--- config.mk ---
export PLATFORM = sky130hd
export DESIGN_NAME = enemy_formation_ctrl_flat
export DESIGN_NICKNAME = d
export VERILOG_FILES = /design/src/rtl/enemy_formation_ctrl_if.sv /design/src/rtl/enemy_formation_ctrl.sv /design/src/flat_wrapper.sv
export SDC_FILE = /design/constraint.sdc
export NUM_CORES = 1
export LEC_CHECK = 0
export CAP_MARGIN = 20
export CORE_ASPECT_RATIO = 0.5
export CORE_MARGIN = 10
export CORE_UTILIZATION = 35
export CTS_CLUSTER_DIAMETER = 150
export DETAILED_ROUTE_END_ITERATION = 8
export GPL_TIMING_DRIVEN = 0
export PLACE_DENSITY = 0.58
export SYNTH_ARGS = -nofsm -noshare
export SYNTH_HDL_FRONTEND = slang
export SYNTH_SLANG_ARGS = --single-unit
--- constraint.sdc ---
create_clock -name clk -period 5.2 [get_ports clk]
set_input_delay 0.78 -clock clk [delete_from_list [all_inputs] [get_ports clk]]
set_output_delay 0.78 -clock clk [all_outputs]
set_load 0.02 [all_outputs]
--- src/rtl/enemy_formation_ctrl_if.sv ---
// rtl/enemy_formation_ctrl_if.sv - bullet hit query req/ack channel
interface enemy_formation_ctrl_if;
  logic       hitReq;
  logic [9:0] hitX;
  logic [9:0] hitY;
  logic       hitAck;
  logic       hitValid;
  logic [2:0] hitIdx;

  modport master (output hitReq, hitX, hitY, input hitAck, hitValid, hitIdx);
  modport slave  (input hitReq, hitX, hitY, output hitAck, hitValid, hitIdx);
endinterface

--- src/rtl/enemy_formation_ctrl.sv ---
// rtl/enemy_formation_ctrl.sv - 7-enemy formation march, bounce/drop and hit resolution
module enemy_formation_ctrl #(
  parameter int STEP_X          = 2,
  parameter int STEP_Y          = 8,
  parameter int FRAMES_PER_STEP = 4,
  parameter int X_MAX           = 440,
  parameter int Y_MAX           = 200
) (
  input  logic                   clk,
  input  logic                   reset,
  input  logic                   frameTick,
  input  logic                   start,
  enemy_formation_ctrl_if.slave  hit,
  output logic [9:0]             posX,
  output logic [9:0]             posY,
  output logic [6:0]             alive,
  output logic                   allDead,
  output logic                   reachedBottom
);
  localparam int CW = (FRAMES_PER_STEP > 1) ? $clog2(FRAMES_PER_STEP) : 1;
  localparam logic [CW-1:0] CNT_LAST = CW'(FRAMES_PER_STEP - 1);
  localparam logic [10:0] SX = 11'(STEP_X);
  localparam logic [10:0] SY = 11'(STEP_Y);
  localparam logic [10:0] XM = 11'(X_MAX);
  localparam logic [10:0] YM = 11'(Y_MAX);

  typedef enum logic [1:0] {S_IDLE, S_MARCH, S_DONE} state_t;

  state_t        state_q, state_d;
  logic [9:0]    pos_x_q, pos_x_d, pos_y_q, pos_y_d;
  logic [6:0]    alive_q, alive_d;
  logic          dir_q, dir_d;
  logic [CW-1:0] cnt_q, cnt_d;
  logic          cap_pend_q, cap_pend_d, cap_kill_q, cap_kill_d;
  logic [9:0]    hx_q, hx_d, hy_q, hy_d;
  logic          ack_q, ack_d, valid_q, valid_d;
  logic [2:0]    idx_q, idx_d;
  logic          dead_q, dead_d, bottom_q, bottom_d;

  logic          found;
  logic [2:0]    found_idx;
  logic [10:0]   bx, by, cx, cy;
  logic          hit_ok;

  // Scan from the top index down so the lowest alive index wins.
  always_comb begin
    found     = 1'b0;
    found_idx = 3'd0;
    bx        = {1'b0, hx_q};
    by        = {1'b0, hy_q};
    cy        = 11'd239 + {1'b0, pos_y_q};
    cx        = 11'd0;
    for (int i = 6; i >= 0; i--) begin
      cx = 11'd31 + 11'(24 * i) + {1'b0, pos_x_q};
      if (alive_q[i] && (bx + 11'd8 >= cx) && (bx <= cx + 11'd8) &&
          (by + 11'd8 >= cy) && (by <= cy + 11'd8)) begin
        found     = 1'b1;
        found_idx = 3'(i);
      end
    end
  end

  always_comb begin
    state_d    = state_q;
    pos_x_d    = pos_x_q;
    pos_y_d    = pos_y_q;
    alive_d    = alive_q;
    dir_d      = dir_q;
    cnt_d      = cnt_q;
    cap_pend_d = cap_pend_q;
    cap_kill_d = cap_kill_q;
    hx_d       = hx_q;
    hy_d       = hy_q;
    ack_d      = 1'b0;
    valid_d    = valid_q;
    idx_d      = idx_q;
    dead_d     = dead_q;
    bottom_d   = bottom_q;
    hit_ok     = (state_q == S_MARCH) && !cap_kill_q && !start && found;

    if (cap_pend_q) begin
      cap_pend_d = 1'b0;
      ack_d      = 1'b1;
      valid_d    = hit_ok;
      if (hit_ok) begin
        idx_d            = found_idx;
        alive_d[found_idx] = 1'b0;
      end
    end else if (hit.hitReq && !ack_q) begin
      cap_pend_d = 1'b1;
      cap_kill_d = start;
      hx_d       = hit.hitX;
      hy_d       = hit.hitY;
    end

    // dir_q: 0 = moving right, 1 = moving left
    if (state_q == S_MARCH) begin
      if (frameTick) begin
        if (cnt_q == CNT_LAST) begin
          cnt_d = '0;
          if ((!dir_q && ({1'b0, pos_x_q} + SX > XM)) || (dir_q && ({1'b0, pos_x_q} < SX))) begin
            dir_d = ~dir_q;
            if ({1'b0, pos_y_q} + SY >= YM) begin
              pos_y_d  = YM[9:0];
              bottom_d = 1'b1;
              state_d  = S_DONE;
            end else begin
              pos_y_d = pos_y_q + SY[9:0];
            end
          end else if (dir_q) begin
            pos_x_d = pos_x_q - SX[9:0];
          end else begin
            pos_x_d = pos_x_q + SX[9:0];
          end
        end else begin
          cnt_d = cnt_q + CW'(1);
        end
      end
      if (alive_q == 7'd0) begin
        dead_d  = 1'b1;
        state_d = S_DONE;
      end
    end

    if (start) begin
      pos_x_d  = '0;
      pos_y_d  = '0;
      alive_d  = 7'h7F;
      dir_d    = 1'b0;
      cnt_d    = '0;
      dead_d   = 1'b0;
      bottom_d = 1'b0;
      state_d  = S_MARCH;
    end
  end

  always_ff @(posedge clk or posedge reset) begin
    if (reset) begin
      state_q    <= S_IDLE;
      pos_x_q    <= '0;
      pos_y_q    <= '0;
      alive_q    <= '0;
      dir_q      <= 1'b0;
      cnt_q      <= '0;
      cap_pend_q <= 1'b0;
      cap_kill_q <= 1'b0;
      hx_q       <= '0;
      hy_q       <= '0;
      ack_q      <= 1'b0;
      valid_q    <= 1'b0;
      idx_q      <= '0;
      dead_q     <= 1'b0;
      bottom_q   <= 1'b0;
    end else begin
      state_q    <= state_d;
      pos_x_q    <= pos_x_d;
      pos_y_q    <= pos_y_d;
      alive_q    <= alive_d;
      dir_q      <= dir_d;
      cnt_q      <= cnt_d;
      cap_pend_q <= cap_pend_d;
      cap_kill_q <= cap_kill_d;
      hx_q       <= hx_d;
      hy_q       <= hy_d;
      ack_q      <= ack_d;
      valid_q    <= valid_d;
      idx_q      <= idx_d;
      dead_q     <= dead_d;
      bottom_q   <= bottom_d;
    end
  end

  assign hit.hitAck   = ack_q;
  assign hit.hitValid = valid_q;
  assign hit.hitIdx   = idx_q;
  assign posX          = pos_x_q;
  assign posY          = pos_y_q;
  assign alive         = alive_q;
  assign allDead       = dead_q;
  assign reachedBottom = bottom_q;
endmodule
--- src/flat_wrapper.sv ---
// flat-port wrapper written by rule: the top's interface ports become plain ports
module enemy_formation_ctrl_flat 
#(
  parameter int STEP_X          = 2,
  parameter int STEP_Y          = 8,
  parameter int FRAMES_PER_STEP = 4,
  parameter int X_MAX           = 440,
  parameter int Y_MAX           = 200
)
  (clk, reset, frameTick, start, posX, posY, alive, allDead, reachedBottom, hit_hitReq, hit_hitX, hit_hitY, hit_hitAck, hit_hitValid, hit_hitIdx);
  enemy_formation_ctrl_if hit_i ();
  input  logic clk;
  input  logic reset;
  input  logic frameTick;
  input  logic start;
  output logic [9:0] posX;
  output logic [9:0] posY;
  output logic [6:0] alive;
  output logic allDead;
  output logic reachedBottom;
  input wire logic [$bits(hit_i.hitReq)-1:0] hit_hitReq;
  input wire logic [$bits(hit_i.hitX)-1:0] hit_hitX;
  input wire logic [$bits(hit_i.hitY)-1:0] hit_hitY;
  output wire logic [$bits(hit_i.hitAck)-1:0] hit_hitAck;
  output wire logic [$bits(hit_i.hitValid)-1:0] hit_hitValid;
  output wire logic [$bits(hit_i.hitIdx)-1:0] hit_hitIdx;
  assign hit_i.hitReq = hit_hitReq;
  assign hit_i.hitX = hit_hitX;
  assign hit_i.hitY = hit_hitY;
  assign hit_hitAck = hit_i.hitAck;
  assign hit_hitValid = hit_i.hitValid;
  assign hit_hitIdx = hit_i.hitIdx;
  enemy_formation_ctrl #(.STEP_X(STEP_X), .STEP_Y(STEP_Y), .FRAMES_PER_STEP(FRAMES_PER_STEP), .X_MAX(X_MAX), .Y_MAX(Y_MAX)) u_core (.clk(clk), .reset(reset), .frameTick(frameTick), .start(start), .hit(hit_i), .posX(posX), .posY(posY), .alive(alive), .allDead(allDead), .reachedBottom(reachedBottom));
endmodule
Yosys cells after proc, flatten, opt, wreduce, memory -nomap -nowiden:

Cells that the tools add are included.

* $add $sub $neg: 24
* order comparisons: 21
* eq/ne operators: 3
* multiplexer cells: 59
* bitwise gates (word level): 4
* reduce and logical (&&, ||, !) cells: 62

Operators with widths (count)
* 10-bit 2-to-1 mux: 12
* 11-bit by 4-bit adder with 11-bit output, second input constant: 8
* 11-bit >= comparator: 8
* 10-bit by 11-bit less-or-equal comparator with 1-bit output: 8
* 1-bit logical AND: 35
* 10-bit by 4-bit adder with 11-bit output, second input constant: 3
* 7-bit by 10-bit adder with 11-bit output, first input constant: 3
* 8-bit by 10-bit adder with 11-bit output, first input constant: 3
* 1-bit 2-to-1 mux: 25
* 2-bit 2-to-1 mux: 11
* 3-bit 2-to-1 mux: 7
* 7-bit 2-to-1 mux: 3
* 2-bit nonzero test: 8
* 3-bit nonzero test: 4
* 10-bit by 2-bit adder with 11-bit output, second input constant: 1
* 5-bit by 10-bit adder with 11-bit output, first input constant: 1
* 6-bit by 10-bit adder with 11-bit output, first input constant: 1
* 11-bit by 8-bit >= comparator with 1-bit output, second input constant: 1
* 11-bit by 9-bit greater-than comparator with 1-bit output, second input constant: 1
* 10-bit by 2-bit adder with 10-bit output, second input constant: 1
* 10-bit by 4-bit adder with 10-bit output, second input constant: 1
* 10-bit by 2-bit < comparator with 1-bit output, second input constant: 1
* 2-bit AND reduction: 5
* 5-bit AND reduction: 2
* 15 further kinds: 20

* bits in registers: 61
* input port bits: 25
* output and inout port bits: 34
* logic and storage cells: 188

Logic depth before layout (Yosys ltp):

* depth after elaboration: 22
* depth in mapped cells: 21
* mapped depth without buffers: 18

Worst setup path after synthesis:

No wires, ideal clock.

* path kind: reg-to-reg
* start point: reg u_core.pos_x_q[1] (netlist: u_core.posX[1])
* end point: reg u_core.alive_q[3] (netlist: u_core.alive[3])
* library setup time: 0.129 ns
* arrival time: 4.426 ns
* data required time: 5.071 ns
* setup slack: 0.645 ns
* cell stages (with the launch flop): 22
* buffers on the path: 3
* clock period less this slack: 4.555 ns
* cells stage by stage: dfrtp_1 > buf_4 > buf_2 > inv_1 > ha_1 > clkbuf_1 > nand2b_1 > nand2_1 > ha_1 > and3_1 > o21ai_0 > o221a_2 > nor2_1 > xnor2_1 > ha_1 > and3_1 > nand3_1 > o21a_1 > o311ai_4 > a311o_1 > o2111ai_2 > o41a_1

* word-level cells in the longest chain between the ends: 22
* elaborated cells on any way between the ends: 83
* classes of those cells: 14 x add/sub; 16 x order compare; 19 x mux; 2 x bitwise; 32 x reduce/logical

Ends and longest elaborated chain
* start, declared: RTL line enemy_formation_ctrl.sv:30 `logic [9:0] pos_x_q, pos_x_d, pos_y_q, pos_y_d;`
* start signal, assigned: RTL line enemy_formation_ctrl.sv:156 `pos_x_q <= pos_x_d;`
* 8-bit by 10-bit adder with 11-bit output: RTL line enemy_formation_ctrl.sv:54 `cx = 11'd31 + 11'(24 * i) + {1'b0, pos_x_q};`
* 11-bit by 4-bit adder with 11-bit output or 11-bit >= comparator (tied branches): RTL line enemy_formation_ctrl.sv:55 `if (alive_q[i] && (bx + 11'd8 >= cx) && (bx <= cx + 11'd8) &&`
* 10-bit by 11-bit less-or-equal comparator with 1-bit output or 1-bit logical AND (tied branches): RTL line enemy_formation_ctrl.sv:55
* 1-bit logical AND (2 in series): RTL line enemy_formation_ctrl.sv:55
* 1-bit logical AND: RTL line enemy_formation_ctrl.sv:56 `(by + 11'd8 >= cy) && (by <= cy + 11'd8)) begin`
* 3-bit 2-to-1 mux (7 in series): RTL line enemy_formation_ctrl.sv:55
* 3-bit by 4-bit < comparator with 1-bit output (implied by the code) or 3-bit by 1-bit >= comparator with 1-bit output (tied branches): RTL line enemy_formation_ctrl.sv:87 `alive_d[found_idx] = 1'b0;`
* 1-bit logical AND (implied by the code): RTL line enemy_formation_ctrl.sv:87
* 1-bit 2-to-1 mux (implied by the code): RTL line enemy_formation_ctrl.sv:87
* 1-bit demux with 3-bit select
* 7-bit inverter (no line)
* 7-bit AND (no line)
* 7-bit 2-to-1 mux: RTL line enemy_formation_ctrl.sv:85 `if (hit_ok) begin`
* 7-bit 2-to-1 mux: RTL line enemy_formation_ctrl.sv:81 `if (cap_pend_q) begin`
* 7-bit 2-to-1 mux: RTL line enemy_formation_ctrl.sv:125 `if (start) begin`
* end signal, assigned: RTL line enemy_formation_ctrl.sv:158 `alive_q <= alive_d;`
* end, declared: RTL line enemy_formation_ctrl.sv:31 `logic [6:0] alive_q, alive_d;`

Parallel ways exist; a longest one is shown, timed or not. The select of a mux whose other input is x is not followed.
A chain may end at the register's enable or synchronous reset.

Final worst setup path:

* start point: reg u_core.pos_x_q[7] (netlist: u_core.posX[7])
* end point: reg u_core.alive_q[3] (netlist: u_core.alive[3])

The elaborated chain is that of the path after synthesis.

==> metrics <==
number of global-route vias before repair 7209; Crit path max-delay family buffers and inverters; Final HPWL DP ~21000 um; Clock Sink Count 57; PnR worst setup slack 0.161 ns; Synth-to-Final Area Change 16.7%; RSZ-0062 raised after global routing false; WL/cell between 15 and 20 um; Hold Violations, Final 0; Seq cells post-synth between 50 and 60; fin crit period ~5 ns; # setup viols final 0; Post-Syn Area between 0.007 and 0.008 mm^2; number of buffers and inverters on the critical path 5; Clock Root Buffer clkbuf_16; GPL Wtd Cong 0.949; met1 wire length ~12000 um; Post-Synth Simple-Gate Area between 10% and 20%; Core Rows 38; CTS tree done; final setup skew around 0.0047 ns; CP max FO 10; largest net degree at the start of global routing 44; Worst Hold Slack 0.415 ns; slowest stage delay, CP between 0.5 and 0.6 ns; port buffer count 54; DR WL met3 1720 um; sequential fraction of the synthesis area 18.4%; nets roughly 1100; DIE AREA 0.0288 mm^2; Via Count ~7600; Detailed Route WL ~26000 um; Cells after Synth about 930; diode count 0; mux cell area share after synthesis under 10%; DP Worst Slack -0.148 ns; largest family of logic cells by synthesized area compound AO/OA/AOI/OAI gates; Core Box Area 0.0217 mm^2; worst vdd ir around 0.19 mV; Max clock buf depth 2; # DRC 0; Post-synth ARST share 100%; outcome finished, final reports clean; Tot GR Track Use approximately 17%; worst path required time 5.41 ns; leak pwr around 3.8 nW; number of H-tree levels 3; Overflow after GRT 0; postcts setup bufs 0; met2 WL about 12000 um; antenna violations before repair 0; Initial DRT Pass Iterations 7; Initial Util 35.7%; mean number of vias per cell 5.80; CP Class reg2reg; number of distinct library cells after synthesis 89; Max Freq 198 MHz; number of synthesized flops with an enable pin 0; Cell Area, Placed roughly 0.0087 mm^2; Synth warnings 0; Clk pin slew, worst setup/hold paths 0.05 ns; die height about 130 um; WP data arrival 5.25 ns; boundary pin count approximately 60; largest area contributor in the netlist ha_1; Cell Chain, Critical Path clkbuf_1, clkbuf_2, clkbuf_2, clkbuf_1, a21oi_1, xnor2_1, inv_1, ha_1, nand2_1, o21ai_0, nor2_1, nor4_1, o31a_1, a311o_1, o2111ai_2, o41a_1; slowest CP cell clkbuf_1; fraction of synthesized cell area in xor and xnor cells 9.06%; global-route wire length before repair a little over 40000 um; crit end category flop; max cap viols 0; die width 230 um; TritonCTS buffer count 9; Iteration-0 DRC Markers just over 700; Design Area, Final 0.00903 mm^2; Clk Latency, worst-skew pair 0.33 ns; worst slew pin tran approximately 1.2 ns; Compound-Gate Fraction of Synth Area about 25%; final max-slew violation count 0; Top FF cell, synth dfrtp_1; Synth top area share around a fifth; Post-CTS Hold Buffers 0; startpoint types flop; post-route ant nets 0; share of layout cells above drive strength 1 9.61%; Total Neg Setup Slack 0 ns; max layer used met4; Syn Area/Cell between 8 and 9 um^2; Synth Area in Adders around a fifth; headroom to the max-slew limit between 10% and 20%; Period Utilization, post-route between 90% and 100%; pwr/cell area 231 mW/mm^2; hold crit path type reg2reg; top cells by area, synth ha_1 (19%), dfrtp_1 (18%), xnor2_1 (6.2%)
## layout make-up
cell class                      instances  area [um^2]
Fill cell                            2218        12700
Multi-Input combinational cell        780         5930
Timing Repair Buffer                   58          581
Sequential cell                        57         1430
Clock buffer                           10          239
Inverter                               54          203
Clock inverter                          6         57.6
Tap cell                              300          375
Buffer                                 44          218
## repair_timing
item,CTS,global route
cloned,0,0
resized for setup,2,14
setup endpoints to repair,6,10
pin swaps,0,0
## per-stage QoR
stage / std cells / utilization, % / total power [mW]
4_1_cts: 1308 / 41.5 / 2.08
3_3_place_gp: 1290 / 40.0 / 1.45
6_report: 1309 / 41.6 / 2.08
2_1_floorplan: 936 / - / 1.19
5_1_grt: 1309 / 41.6 / 2.23
3_5_place_dp: 1292 / 40.1 / 1.48
## routing by layer
metal | vias up | track usage [%]
li1 | 3614 | -
met1 | 3676 | 24.0
met2 | 272 | 27.8
met3 | 24 | 2.80
met4 | 0 | 4.31
met5 | - | 0
## where the power goes
group / total (mW) / switching [mW] / internal [mW] / leakage [nW]
Clock: 0.585 / 0.206 / 0.379 / 0.148
Sequential: 0.592 / 0.0953 / 0.497 / 0.698
Combinational: 0.905 / 0.508 / 0.396 / 2.92
Total: 2.08 / 0.810 / 1.27 / 3.77
## worst paths after layout
| path | from | to | slack (ns) | cells after the start |
|---|---|---|---|---|
| worst max-delay path | u_core.posX[7] | u_core.alive[3] | 0.16 | 16 |
| worst min-delay path | u_core.cap_pend_q | u_core.hit.hitAck | 0.42 | 0 |
| worst max register to register | u_core.posX[7] | u_core.alive[3] | 0.16 | 16 |
| worst min register to register | u_core.cap_pend_q | u_core.hit.hitAck | 0.42 | 0 |
| max in group asynchronous | reset | u_core.posX[3] | 3.92 | 3 |
| min in group asynchronous | reset | u_core.hy_q[3] | 0.74 | 2 |
## state kept, by name, summed over array words and instances (netlist names), 2 cells and up
register	count
u_core.alive	7
u_core.cnt_q	2
u_core.hit.hitIdx	3
u_core.hx_q	10
u_core.hy_q	10
u_core.posX	9
u_core.posY	7
u_core.state_q	2
## synthesized netlist by cell type, drive strengths merged (10+ instances only)
cell type and number:
a211oi 13, a21o 20, a21oi 59, a221oi 10, and3 13, buf 24
clkbuf 21, dfrtp 57, ha 119, inv 53, mux2 20, nand2 68
nand3 34, nand4 16, nor2 60, nor2b 14, nor3 23, nor4 12
o211ai 14, o21a 15, o21ai 40, xnor2 55, xor2 25
## cells in the final DEF (no fill, tap or decap), types with 6 or more instances in the layout
cell type and instances:
mux2_2 19, clkbuf_1 18, nand3_1 34, o21ai_1 6, nand2_1 66, clkbuf_16 9
nor4_1 8, o211a_1 7, a21oi_1 58, and3_1 13, xnor2_1 55, nor2b_1 14
xor2_1 25, nor2_1 59, a211oi_1 11, a31oi_1 7, and2_1 8, buf_2 10
o211ai_1 13, o21ai_0 34, a221oi_1 9, a211o_1 7, a21o_1 20, buf_4 9
o21a_1 15, dfrtp_1 57, nand2b_1 7, nand4_1 16, nor3_1 22, inv_1 52
clkdlybuf4s50_1 54, ha_1 118
## worst register-to-register path: cells and delay by family (launching register included)
family,cells,cell delay [ns]
DFF,1,0.34
xor gates and xnor gates,1,0.33
buffers and inverters,5,1.73
AOI/OAI and AO/OA,6,1.56
adders and majority gates,1,0.32
and+or+nand+nor,3,0.63
## logic make-up (layout without fill, tap and decap cells)
logic type / after synthesis / count (layout)
AOI/OAI and AO/OA: 265 / 265
buffers and inverters: 99 / 172
DFF: 57 / 57
adders and majority gates: 119 / 119
muxes: 25 / 25
other: 1 / 4
xor gates and xnor gates: 80 / 80
and+or+nand+nor: 287 / 287
No activity file was read; power rests on OpenSTA's default activity.
